--- src/rtl/coin_acceptor.sv ---
`default_nettype none
// ============================================================================
// Module   : coin_acceptor
// Brief    : Sensor sync/debounce, coin token FIFO and paced token emitter.
// Revision : 1.0
// ============================================================================
module coin_acceptor #(
    parameter int DEBOUNCE_CYCLES = 4,
    parameter int FIFO_DEPTH      = 4
) (
    input  logic                          clk,
    input  logic                          rst_n,
    input  logic                          sense_1,
    input  logic                          sense_2,
    input  logic                          busy,
    output logic [1:0]                    coin,
    output logic                          reject,
    output logic [$clog2(FIFO_DEPTH):0]   fifo_count
);
    localparam int c_CNT_W  = $clog2(DEBOUNCE_CYCLES + 1);
    localparam int c_PTR_W  = $clog2(FIFO_DEPTH);
    localparam int c_OCC_W  = c_PTR_W + 1;
    localparam logic [c_CNT_W-1:0] c_DEB_LAST = c_CNT_W'(DEBOUNCE_CYCLES - 1);
    localparam logic [c_OCC_W-1:0] c_DEPTH    = c_OCC_W'(FIFO_DEPTH);

    typedef enum logic [0:0] {
        DEB_LOW  = 1'b0,
        DEB_HIGH = 1'b1
    } deb_state_t;

    typedef enum logic [0:0] {
        EM_READY = 1'b0,
        EM_GAP   = 1'b1
    } em_state_t;

    logic [1:0] sense_vec;
    logic [1:0] push_req;

    assign sense_vec = {sense_2, sense_1};

    // Channel index doubles as the one-hot token code: ch0 -> 01, ch1 -> 10.
    for (genvar g = 0; g < 2; g++) begin : g_chan
        logic               sync1_q;
        logic               sync2_q;
        deb_state_t         state_q;
        logic [c_CNT_W-1:0] cnt_q;
        logic               target_lvl;

        assign target_lvl  = (state_q == DEB_LOW);
        assign push_req[g] = (state_q == DEB_LOW) && sync2_q && (cnt_q == c_DEB_LAST);

        always_ff @(posedge clk or negedge rst_n) begin
            if (!rst_n) begin
                sync1_q <= 1'b0;
                sync2_q <= 1'b0;
                state_q <= DEB_LOW;
                cnt_q   <= '0;
            end else begin
                sync1_q <= sense_vec[g];
                sync2_q <= sync1_q;
                if (sync2_q != target_lvl) begin
                    cnt_q <= '0;
                end else if (cnt_q == c_DEB_LAST) begin
                    cnt_q   <= '0;
                    state_q <= (state_q == DEB_LOW) ? DEB_HIGH : DEB_LOW;
                end else begin
                    cnt_q <= cnt_q + 1'b1;
                end
            end
        end
    end

    logic [1:0]         mem_q [FIFO_DEPTH];
    logic [c_PTR_W-1:0] wr_ptr_q;
    logic [c_PTR_W-1:0] rd_ptr_q;
    logic [c_OCC_W-1:0] count_q;
    logic [c_OCC_W-1:0] count_d;
    em_state_t          emit_q;
    logic [1:0]         coin_q;
    logic               reject_q;

    logic fifo_empty;
    logic fifo_full;
    logic pop;
    logic push;
    logic drop;
    logic single_req;
    logic jam;

    assign fifo_empty = (count_q == '0);
    assign fifo_full  = (count_q == c_DEPTH);
    assign pop        = (emit_q == EM_READY) && !fifo_empty && !busy;
    assign single_req = ^push_req;
    assign jam        = &push_req;
    // A full queue still accepts when the head leaves on the same edge.
    assign push       = single_req && (!fifo_full || pop);
    assign drop       = jam || (single_req && fifo_full && !pop);

    always_comb begin
        count_d = count_q;
        case ({push, pop})
            2'b10:   count_d = count_q + 1'b1;
            2'b01:   count_d = count_q - 1'b1;
            default: count_d = count_q;
        endcase
    end

    always_ff @(posedge clk) begin
        if (push) begin
            mem_q[wr_ptr_q] <= push_req;
        end
    end

    always_ff @(posedge clk or negedge rst_n) begin
        if (!rst_n) begin
            wr_ptr_q <= '0;
            rd_ptr_q <= '0;
            count_q  <= '0;
        end else begin
            count_q <= count_d;
            if (push) begin
                wr_ptr_q <= wr_ptr_q + 1'b1;
            end
            if (pop) begin
                rd_ptr_q <= rd_ptr_q + 1'b1;
            end
        end
    end

    always_ff @(posedge clk or negedge rst_n) begin
        if (!rst_n) begin
            emit_q   <= EM_READY;
            coin_q   <= 2'b00;
            reject_q <= 1'b0;
        end else begin
            reject_q <= drop;
            case (emit_q)
                EM_READY: begin
                    if (pop) begin
                        coin_q <= mem_q[rd_ptr_q];
                        emit_q <= EM_GAP;
                    end else begin
                        coin_q <= 2'b00;
                    end
                end
                EM_GAP: begin
                    coin_q <= 2'b00;
                    emit_q <= EM_READY;
                end
                default: begin
                    coin_q <= 2'b00;
                    emit_q <= EM_READY;
                end
            endcase
        end
    end

    assign coin       = coin_q;
    assign reject     = reject_q;
    assign fifo_count = count_q;

endmodule
`default_nettype wire

--- config.mk ---
export PLATFORM = sky130hd
export DESIGN_NAME = coin_acceptor
export DESIGN_NICKNAME = d
export VERILOG_FILES = /design/src/rtl/coin_acceptor.sv
export SDC_FILE = /design/constraint.sdc
export NUM_CORES = 1
export LEC_CHECK = 0
export ABC_AREA = 0
export CORE_UTILIZATION = 45
export DETAILED_ROUTE_END_ITERATION = 8
export SYNTH_ARGS = -nofsm -noshare
export SYNTH_HDL_FRONTEND = slang
export SYNTH_SLANG_ARGS = --single-unit
--- constraint.sdc ---
create_clock -name clk -period 7.18 [get_ports clk]
set_clock_uncertainty 0.1 [all_clocks]
set_input_delay 1.436 -clock clk [delete_from_list [all_inputs] [get_ports clk]]
set_output_delay 1.436 -clock clk [all_outputs]
set_load 0.02 [all_outputs]
Word level (Yosys, flattened, before mapping)
Memory sizes are Yosys's and may differ from the RTL's.
Cells that the tools add are included.
{"block": "word_totals", "register_bits": 23, "ramBits": 8, "in_bits": 5, "output_inout_bits": 6, "elab_cells": 67, "memories": 1}
{"block": "op_classes", "addsub": 6, "eq_ne": 7, "mux": 13, "bitwise_logic": 5, "reduce_logical": 21}
{"memory": "mem_q", "words": 4, "word_bits": 2, "read_ports": 1, "rd_clocked_by_memory_dff": 0, "wr": 1, "line_no": "73", "text": "logic [1:0] mem_q [FIFO_DEPTH];"}
{"op": "3-bit two-way mux", "count": 4}
{"op": "3-bit by 1-bit adder with 3-bit output (second input constant)", "count": 3}
{"op": "1-bit logical AND", "count": 9}
{"op": "3-bit by 2-bit == test with 1-bit output (second input constant)", "count": 2}
{"op": "3-bit one-hot mux with 2 select lines", "count": 1}
{"op": "2-bit AND reduction", "count": 3}
{"op": "1-bit two-way mux", "count": 5}
{"op": "1-bit inverter", "count": 5}
{"op": "2-bit by 1-bit adder with 2-bit output (second input constant)", "count": 2}
{"op": "1-bit zero test", "count": 4}
{"op": "2-bit one-hot mux with 2 select lines", "count": 1}
{"op": "3-bit == test (second input constant)", "count": 1}
{"op": "3-bit zero test", "count": 1}
{"op": "3-bit by 1-bit subtractor with 3-bit output (second input constant)", "count": 1}
{"op": "2-bit by 1-bit == test with 1-bit output (second input constant)", "count": 1}
{"op": "2-bit == test (second input constant)", "count": 1}
{"op": "1-bit logical OR", "count": 2}
{"op": "2-bit two-way mux", "count": 1}
{"op": "1-bit != test", "count": 2}
{"op": "1-bit one-hot mux with 2 select lines", "count": 1}
{"op": "2-bit nonzero test", "count": 1}
{"op": "2-bit parity", "count": 1}

Logic depth before layout (Yosys ltp)
Gate-level depths: netlist of the first run.
{"block": "logic_depth", "depth_word": 8, "ltp_mapped": 10, "ltp_nobuf": 10}

Worst setup path after synthesis of the first run
No wires, ideal clock.
{"block": "synth_path", "path_type": "input to register", "from": "input port busy", "to": "register count_q[2], in the netlist fifo_count[2]", "setup_ns": 0.104, "arrival_time_ns": 2.967, "required_time_ns": 6.976, "path_slack_ns": 4.009, "stages": 7, "path_buffers": 0, "cell_sequence": "nor2_1 o31ai_2 nand2b_1 fa_1 or2b_1 o32a_1 o311ai_1"}
{"block": "synth_via", "elab_chain_len": 6, "elab_cells_between_ends": 8, "classes_between": "eq/ne (2); mux (1); reduce/logical (5)"}
{"element": "start, declared", "line_no": "15", "text": "input logic busy,"}
{"element": "1-bit zero test *", "line_no": "92", "text": "assign pop = (emit_q == EM_READY) && !fifo_empty && !busy;"}
{"element": "1-bit logical AND *", "line_no": "92"}
{"element": "1-bit logical OR", "line_no": "96", "text": "assign push = single_req && (!fifo_full || pop);"}
{"element": "1-bit logical AND", "line_no": "96"}
{"element": "2-bit by 1-bit == test with 1-bit output or 2-bit == test (tied branches)", "line_no": "101", "text": "case ({push, pop})"}
{"element": "3-bit one-hot mux with 2 select lines or 2-bit nonzero test (tied branches)"}
{"element": "end signal, assigned", "line_no": "120", "text": "count_q <= count_d;"}
{"element": "end, declared", "line_no": "76", "text": "logic [c_OCC_W-1:0] count_q;"}
Every way passes the cells marked *; elsewhere a longest branch is shown, timed or not.
A chain may end at the register's enable or synchronous reset.

Worst setup path after layout of the first run
Same ends and word-level chain as after synthesis.

==> results of run 1 <==
## final timing paths
check,slack [ns],to,start
min in group asynchronous,1.56,rd_ptr_q[1],rst_n
worst max-delay path,3.68,fifo_count[2],busy
worst min register to register,0.24,g_chan[1].sync2_q,g_chan[1].sync1_q
worst min-delay path,0.24,g_chan[1].sync2_q,g_chan[1].sync1_q
max in group asynchronous,4.81,g_chan[1].cnt_q[2],rst_n
worst max register to register,4.31,fifo_count[2],g_chan[0].cnt_q[0]
## registers in the layout, summed over array words and instances (netlist names)
register / cells
rd_ptr_q: 2
coin: 2
emit_q: 1
reject: 1
fifo_count: 3
wr_ptr_q: 2
g_chan.sync2_q: 2
mem_q: 8
g_chan.cnt_q: 6
g_chan.sync1_q: 2
g_chan.state_q: 2
## layout make-up
class | count | share of cell area
repair buffers | 10 | 0.0631
inverters | 9 | 0.0213
clock buffers | 7 | 0.0284
clock inverters | 1 | 0.00316
well taps | 31 | 0.0245
multi-input cells | 59 | 0.345
flip-flops and latches | 31 | 0.515
## kinds of logic after synthesis
group | after synthesis | share of synthesized area
multiplexers | 4 | 0.0473
AND/OR/NAND/NOR | 26 | 0.120
XOR/XNOR | 7 | 0.0438
AO/OA/AOI/OAI | 12 | 0.0848
adder cells (fa/ha/maj) | 10 | 0.0946
flip-flops | 31 | 0.582
buffers and inverters | 10 | 0.0277
## metal layers
layer / up-vias / global-route usage
met2: 22 / 0.235
met3: 7 / 0.0647
met4: 0 / 0.0850
met1: 392 / 0.172
met5: - / 0
li1: 389 / -
## power by group through the flow
| stage | logic (mW) | clock network (mW) | registers, mW |
|---|---|---|---|
| floorplan | 0.143 | 0 | 0.273 |
| global route | 0.231 | 0.108 | 0.277 |
| detailed placement | 0.203 | 0 | 0.275 |
| finish | 0.201 | 0.0920 | 0.270 |
| global placement | 0.198 | 0 | 0.273 |
| CTS | 0.204 | 0.0989 | 0.271 |
## through the flow
step / setup slack (ns) / hold WS, ns / instances
CTS: 3.71 / 0.247 / 148
floorplan: 4.01 / 0.231 / 100
global placement: 3.45 / 0.238 / 140
detailed placement: 3.36 / 0.235 / 140
finish: 3.68 / 0.240 / 148
global route: 3.61 / 0.266 / 148
## cells in the final DEF (no fill, tap or decap), types with 2 or more instances in the layout
cell type / n
clkbuf_1: 2
clkdlybuf4s50_1: 10
nor2_1: 2
mux4_2: 2
clkbuf_4: 5
xnor2_1: 6
ha_1: 9
dfrtp_1: 23
nor2b_1: 6
nor3_1: 2
and2_1: 6
inv_1: 9
edfxtp_1: 8
o21bai_1: 2
nor3b_1: 4
==> run_results.csv, run 1 <==
group,metric,value,unit
yosys,syn_inst,100,
die,die_h,57.8,µm
finish,utilization,0.556,
worst_setup_path,slowest_delay,0.47,ns
global_routing,overflow,0,
finish,fillers,241,
cts,cts_resized,0,
yosys,async_flop_share,0.742,
detailed_routing,met3_wirelength,106,µm
detailed_routing,met1_length,848,µm
detailed_routing,num_vias,810,
yosys,avgSynthCellArea,14.0,µm²
cts,cts_setup_buffers,0,
worst_setup_path,cp_data_required_time,7.30,ns
die,dieArea,3340,µm²
timing,rsz0062_at_grt,"false",
pwr,switching_share,0.352,
detailed_routing,top_layer,"met4",
finish,multi_input_area,547,µm²
die,ioPinCount,11,
yosys,synth_cell_types,33,
detailed_routing,drt_iter0_drc,32,
yosys,synth_top_area_frac,0.411,
detailed_routing,dr_wl_met2,967,µm
global_routing,antenna_found_initial,0,
worst_setup_path,r2r_cells,10,
worst_hold_path,holdPathStages,0,
pwr,switchingPower,0.198,mW
pwr,pwr-share-clk,0.163,
die,floorplan.rows,19,
worst_setup_path,path_delay_family,"simple AND/OR/NAND/NOR gates",
yosys,netlist_top_cells_count,"dfrtp_1, ha_1, inv_1",
cts,clk_pin_slew_worst_paths,0.09,ns
pwr,pwr-share-seq,0.480,
detailed_routing,drc,1,
timing,final-setup-viol-count,0,
yosys,synth_fp_nets,115,
worst_setup_path,critPathLaunchType,"primary input",
place,place_area,1540,µm²
global_routing,grt_pass1_wl,3.61,mm
yosys,synth_most_common_cell,"dfrtp_1",
worst_hold_path,hp-class,"flop to flop",
detailed_routing,wl_per_cell,13.3,µm
pwr,vdd_drop_max,0.176,mV
finish,num-nets-final,131,
worst_setup_path,path_buf_inv,1,
worst_setup_path,endpoint_kind,"flop",
cts,cts_tree,"done",
run_status,status,"finished, violations left",
timing,maxSlewHeadroom,0.333,
detailed_routing,viasPerCell,5.47,
pwr,p_int,0.365,mW
worst_setup_path,crit_slowest_cell,"clkdlybuf4s50_1",
die,die_w,57.8,µm
timing,tns,0,ns
place,place.detailed.hpwl,1.43,mm
detailed_routing,dr.pass1.iters,8,
pwr,design_power_total,0.563,mW
timing,drv_slew,0,
cts,clk_path_buf_depth,2,
pwr,leakage,0.684,nW
yosys,yosysTopAreaCell,"dfrtp_1",
cts,cts-buffers-inserted,5,
worst_setup_path,arrival,3.62,ns
cts,root_buffer,"clkbuf_4",
timing,final_hold_viol_count,0,
finish,design_area,1590,µm²
finish,area_delta_synth_final,13.1,%
yosys,synth_area_leaders,"dfrtp_1, edfxtp_1, ha_1",
worst_setup_path,cp.depth,8,
die,coreArea,2850,µm²
timing,tightest_slew,0.997,ns
worst_setup_path,crit_chain,"clkdlybuf4s50_1 > nor2_1 > o31ai_2 > nand2b_1 > fa_1 > or2b_1 > o32a_1 > o311ai_1",
detailed_routing,ant_nets,0,
die,start_util,0.491,
cts,htree_levels,2,
pwr,powerDensity,355,nW/µm²
timing,fmax,0.285,GHz
worst_setup_path,criticalPathCategory,"primary input to flop",
timing,min_period,3.50,ns
cts,cts.sinks,31,
cts,insertion_delay,0.32,ns
finish,ff_latch_area,816,µm²
place,finalWeightedCongestion,0.780,
run_status,violations,"DRC",
finish,drive_above_1_share,0.0855,
yosys,netlist_area,1400,µm²
yosys,synth_edf_count,8,
global_routing,grt_usage,0.150,
yosys,ys_warn_count,0,
yosys,ys_ff_latch,31,
pwr,combPwrFrac,0.357,
yosys,ys.flop_type,"dfrtp_1",
detailed_routing,drt-total-wl,1.97,mm
yosys,yosysSeqAreaShare,0.582,
flow_run,cap_violations,0,
place,port_buffers,10,
finish,antenna_cells,0,
global_routing,grt_pass1_vias,809,
cts,holdBufCountCts,0,
worst_setup_path,cp_max_fo,5,
global_routing,grt_max_degree,24,
timing,period_share,0.488,
Note: power is estimated with default switching activity, not from simulation.
==> run 2: changes to the inputs <==
==> constraint.sdc (replaced) <==
create_clock -name clk -period 3.24 [get_ports clk]
set_clock_uncertainty 0.1 [all_clocks]
set_input_delay 0.648 -clock clk [delete_from_list [all_inputs] [get_ports clk]]
set_output_delay 0.648 -clock clk [all_outputs]
set_load 0.02 [all_outputs]
==> run_results.csv, run 2 (synthesis results as in run 1) <==
group,metric,value,unit
timing,tns,0,ns
timing,fmax,0.350,GHz
pwr,powerDensity,789,nW/µm²
die,coreArea,2850,µm²
cts,htree_levels,2,
cts,cts_tree,"done",
die,die_w,57.8,µm
cts,clk_pin_slew_worst_paths,0.10,ns
detailed_routing,num_vias,812,
worst_setup_path,crit_chain,"ha_1 > nor2b_1 > and2_1 > ha_1 > inv_1 > nand2b_1 > fa_1 > or2b_1 > o32a_1 > o311ai_1",
finish,design_area,1600,µm²
worst_hold_path,hp-class,"flop to flop",
pwr,switching_share,0.357,
timing,tightest_slew,0.495,ns
finish,area_delta_synth_final,14.5,%
timing,rsz0062_at_grt,"false",
worst_setup_path,cp_common_cell,"ha_1",
die,floorplan.rows,19,
global_routing,grt_pass1_wl,3.88,mm
cts,cts.sinks,31,
worst_setup_path,r2r_cells,10,
global_routing,grt_usage,0.166,
die,ioPinCount,11,
timing,final_hold_viol_count,0,
die,die_h,57.8,µm
timing,maxSlewHeadroom,0.666,
finish,drive_above_1_share,0.109,
worst_setup_path,r2r-end,"fifo_count[2]",
place,place_area,1550,µm²
detailed_routing,drt_iter0_drc,30,
pwr,combPwrFrac,0.357,
place,port_buffers,10,
worst_setup_path,arrival,2.99,ns
place,place.detailed.hpwl,1.51,mm
timing,min_period,2.86,ns
finish,final_cell_mix,"dfrtp_1, clkdlybuf4s50_1, inv_1, ha_1, edfxtp_1",
detailed_routing,ant_nets,0,
cts,insertion_delay,0.33,ns
worst_setup_path,path_buf_inv,1,
flow_run,cap_violations,0,
worst_setup_path,cp.depth,10,
worst_setup_path,critPathCapture,"fifo_count[2]",
finish,largest_register,"mem_q",
global_routing,grt_pass1_vias,880,
global_routing,grt_max_degree,24,
worst_setup_path,cp_max_fo,8,
global_routing,overflow,0,
pwr,leakage,0.692,nW
worst_setup_path,endpoint_kind,"flop",
worst_setup_path,path_delay_family,"adder cells",
detailed_routing,drc,2,
worst_setup_path,crit_slowest_cell,"fa_1",
run_status,violations,"DRC",
worst_setup_path,cp_data_required_time,3.38,ns
die,start_util,0.491,
global_routing,antenna_found_initial,0,
pwr,pwr-share-seq,0.474,
finish,largest_reg_flops,8,
worst_setup_path,startpoint,"g_chan[1].cnt_q[0]",
cts,cts_setup_buffers,0,
detailed_routing,drt-total-wl,2.11,mm
pwr,switchingPower,0.452,mW
pwr,vdd_drop_max,0.298,mV
timing,period_share,0.881,
detailed_routing,viasPerCell,5.41,
timing,final-setup-viol-count,0,
worst_setup_path,criticalPathCategory,"flop to flop",
worst_setup_path,critPathLaunchType,"flop",
cts,holdBufCountCts,0,
finish,antenna_cells,0,
finish,final_common_cell,"dfrtp_1",
detailed_routing,wl_per_cell,14.1,µm
detailed_routing,dr.pass1.iters,6,
place,finalWeightedCongestion,0.710,
cts,cts_resized,0,
worst_setup_path,r2r_start,"g_chan[1].cnt_q[0]",
cts,clk_path_buf_depth,2,
cts,root_buffer,"clkbuf_4",
finish,num-nets-final,133,
pwr,design_power_total,1.27,mW
pwr,pwr-share-clk,0.169,
cts,cts-buffers-inserted,5,
timing,drv_slew,0,
worst_setup_path,r2r_slack,0.38,ns
worst_setup_path,slowest_delay,0.37,ns
run_status,status,"finished, violations left",
die,dieArea,3340,µm²
pwr,p_int,0.814,mW
[run 2: cell count changes in the layout (fill, tap and decap cells not counted)]
cell	previous run	this run
clkinvlp_4	0	1
buf_4	0	2
clkbuf_1	2	1
[run 2: area by class of cell]
class | count | area (µm²)
clock buffer | 6 | 41.3
timing repair buffer | 12 | 115
inverter | 9 | 33.8
tap | 31 | 38.8
clock inverter | 2 | 12.5
fill | 254 | 1250
sequential | 31 | 816
multi-input combinational | 59 | 547
[run 2: worst min path at each step]
stage / endpoint / slack, ns / cells past startpoint / startpoint
2_1_floorplan: g_chan[0].sync2_q / 0.23 / 0 / g_chan[0].sync1_q
3_3_place_gp: g_chan[1].sync2_q / 0.23 / 0 / g_chan[1].sync1_q
3_5_place_dp: g_chan[1].sync2_q / 0.23 / 0 / g_chan[1].sync1_q
4_1_cts: g_chan[1].sync2_q / 0.26 / 0 / g_chan[1].sync1_q
5_1_grt: g_chan[1].sync2_q / 0.27 / 0 / g_chan[1].sync1_q
6_report: g_chan[1].sync2_q / 0.25 / 0 / g_chan[1].sync1_q
[run 2: worst reg2reg max path, delay by kind of cell (launching register included)]
kind | cells | cell delay (ns)
fa+ha+maj | 3 | 0.88
compound gates | 2 | 0.37
buf+inv | 1 | 0.18
flops | 1 | 0.36
simple gates | 4 | 0.88
[run 2: metal layers]
| metal | track usage | up-vias | part of all wire |
|---|---|---|---|
| li1 | - | 390 | - |
| met1 | 0.190 | 399 | 0.47 |
| met2 | 0.259 | 19 | 0.47 |
| met3 | 0.0804 | 4 | 0.044 |
| met4 | 0.0816 | 0 | 0.016 |
| met5 | 0 | - | 0 |
[run 2: metrics by stage]
stage,utilization,setup WS [ns],hold slack [ns],instances
after global routing,0.562,0.135,0.267,150
after detailed placement,0.543,0.378,0.235,142
after floorplan,-,0.586,0.231,100
final,0.562,0.384,0.255,150
after global placement,0.543,0.407,0.233,142
after CTS,0.562,0.351,0.256,150
[run 2: power by group through the flow]
stage	logic (mW)	clock network [mW]	registers [mW]
after CTS	0.459	0.225	0.602
after global routing	0.515	0.249	0.615
after detailed placement	0.456	0	0.610
after global placement	0.452	0	0.606
after floorplan	0.317	0	0.604
final	0.452	0.214	0.600
==> run 3: changes to the inputs <==
--- a/config.mk
+++ b/config.mk
@@ -6,8 +6,10 @@
 export NUM_CORES = 1
 export LEC_CHECK = 0
 export ABC_AREA = 0
+export CAP_MARGIN = 20
 export CORE_UTILIZATION = 45
 export DETAILED_ROUTE_END_ITERATION = 8
+export SKIP_LAST_GASP = 1
 export SYNTH_ARGS = -nofsm -noshare
 export SYNTH_HDL_FRONTEND = slang
 export SYNTH_SLANG_ARGS = --single-unit
==> results of run 3 <==
No change in the layout: final DEF, timing and power equal those of run 2.
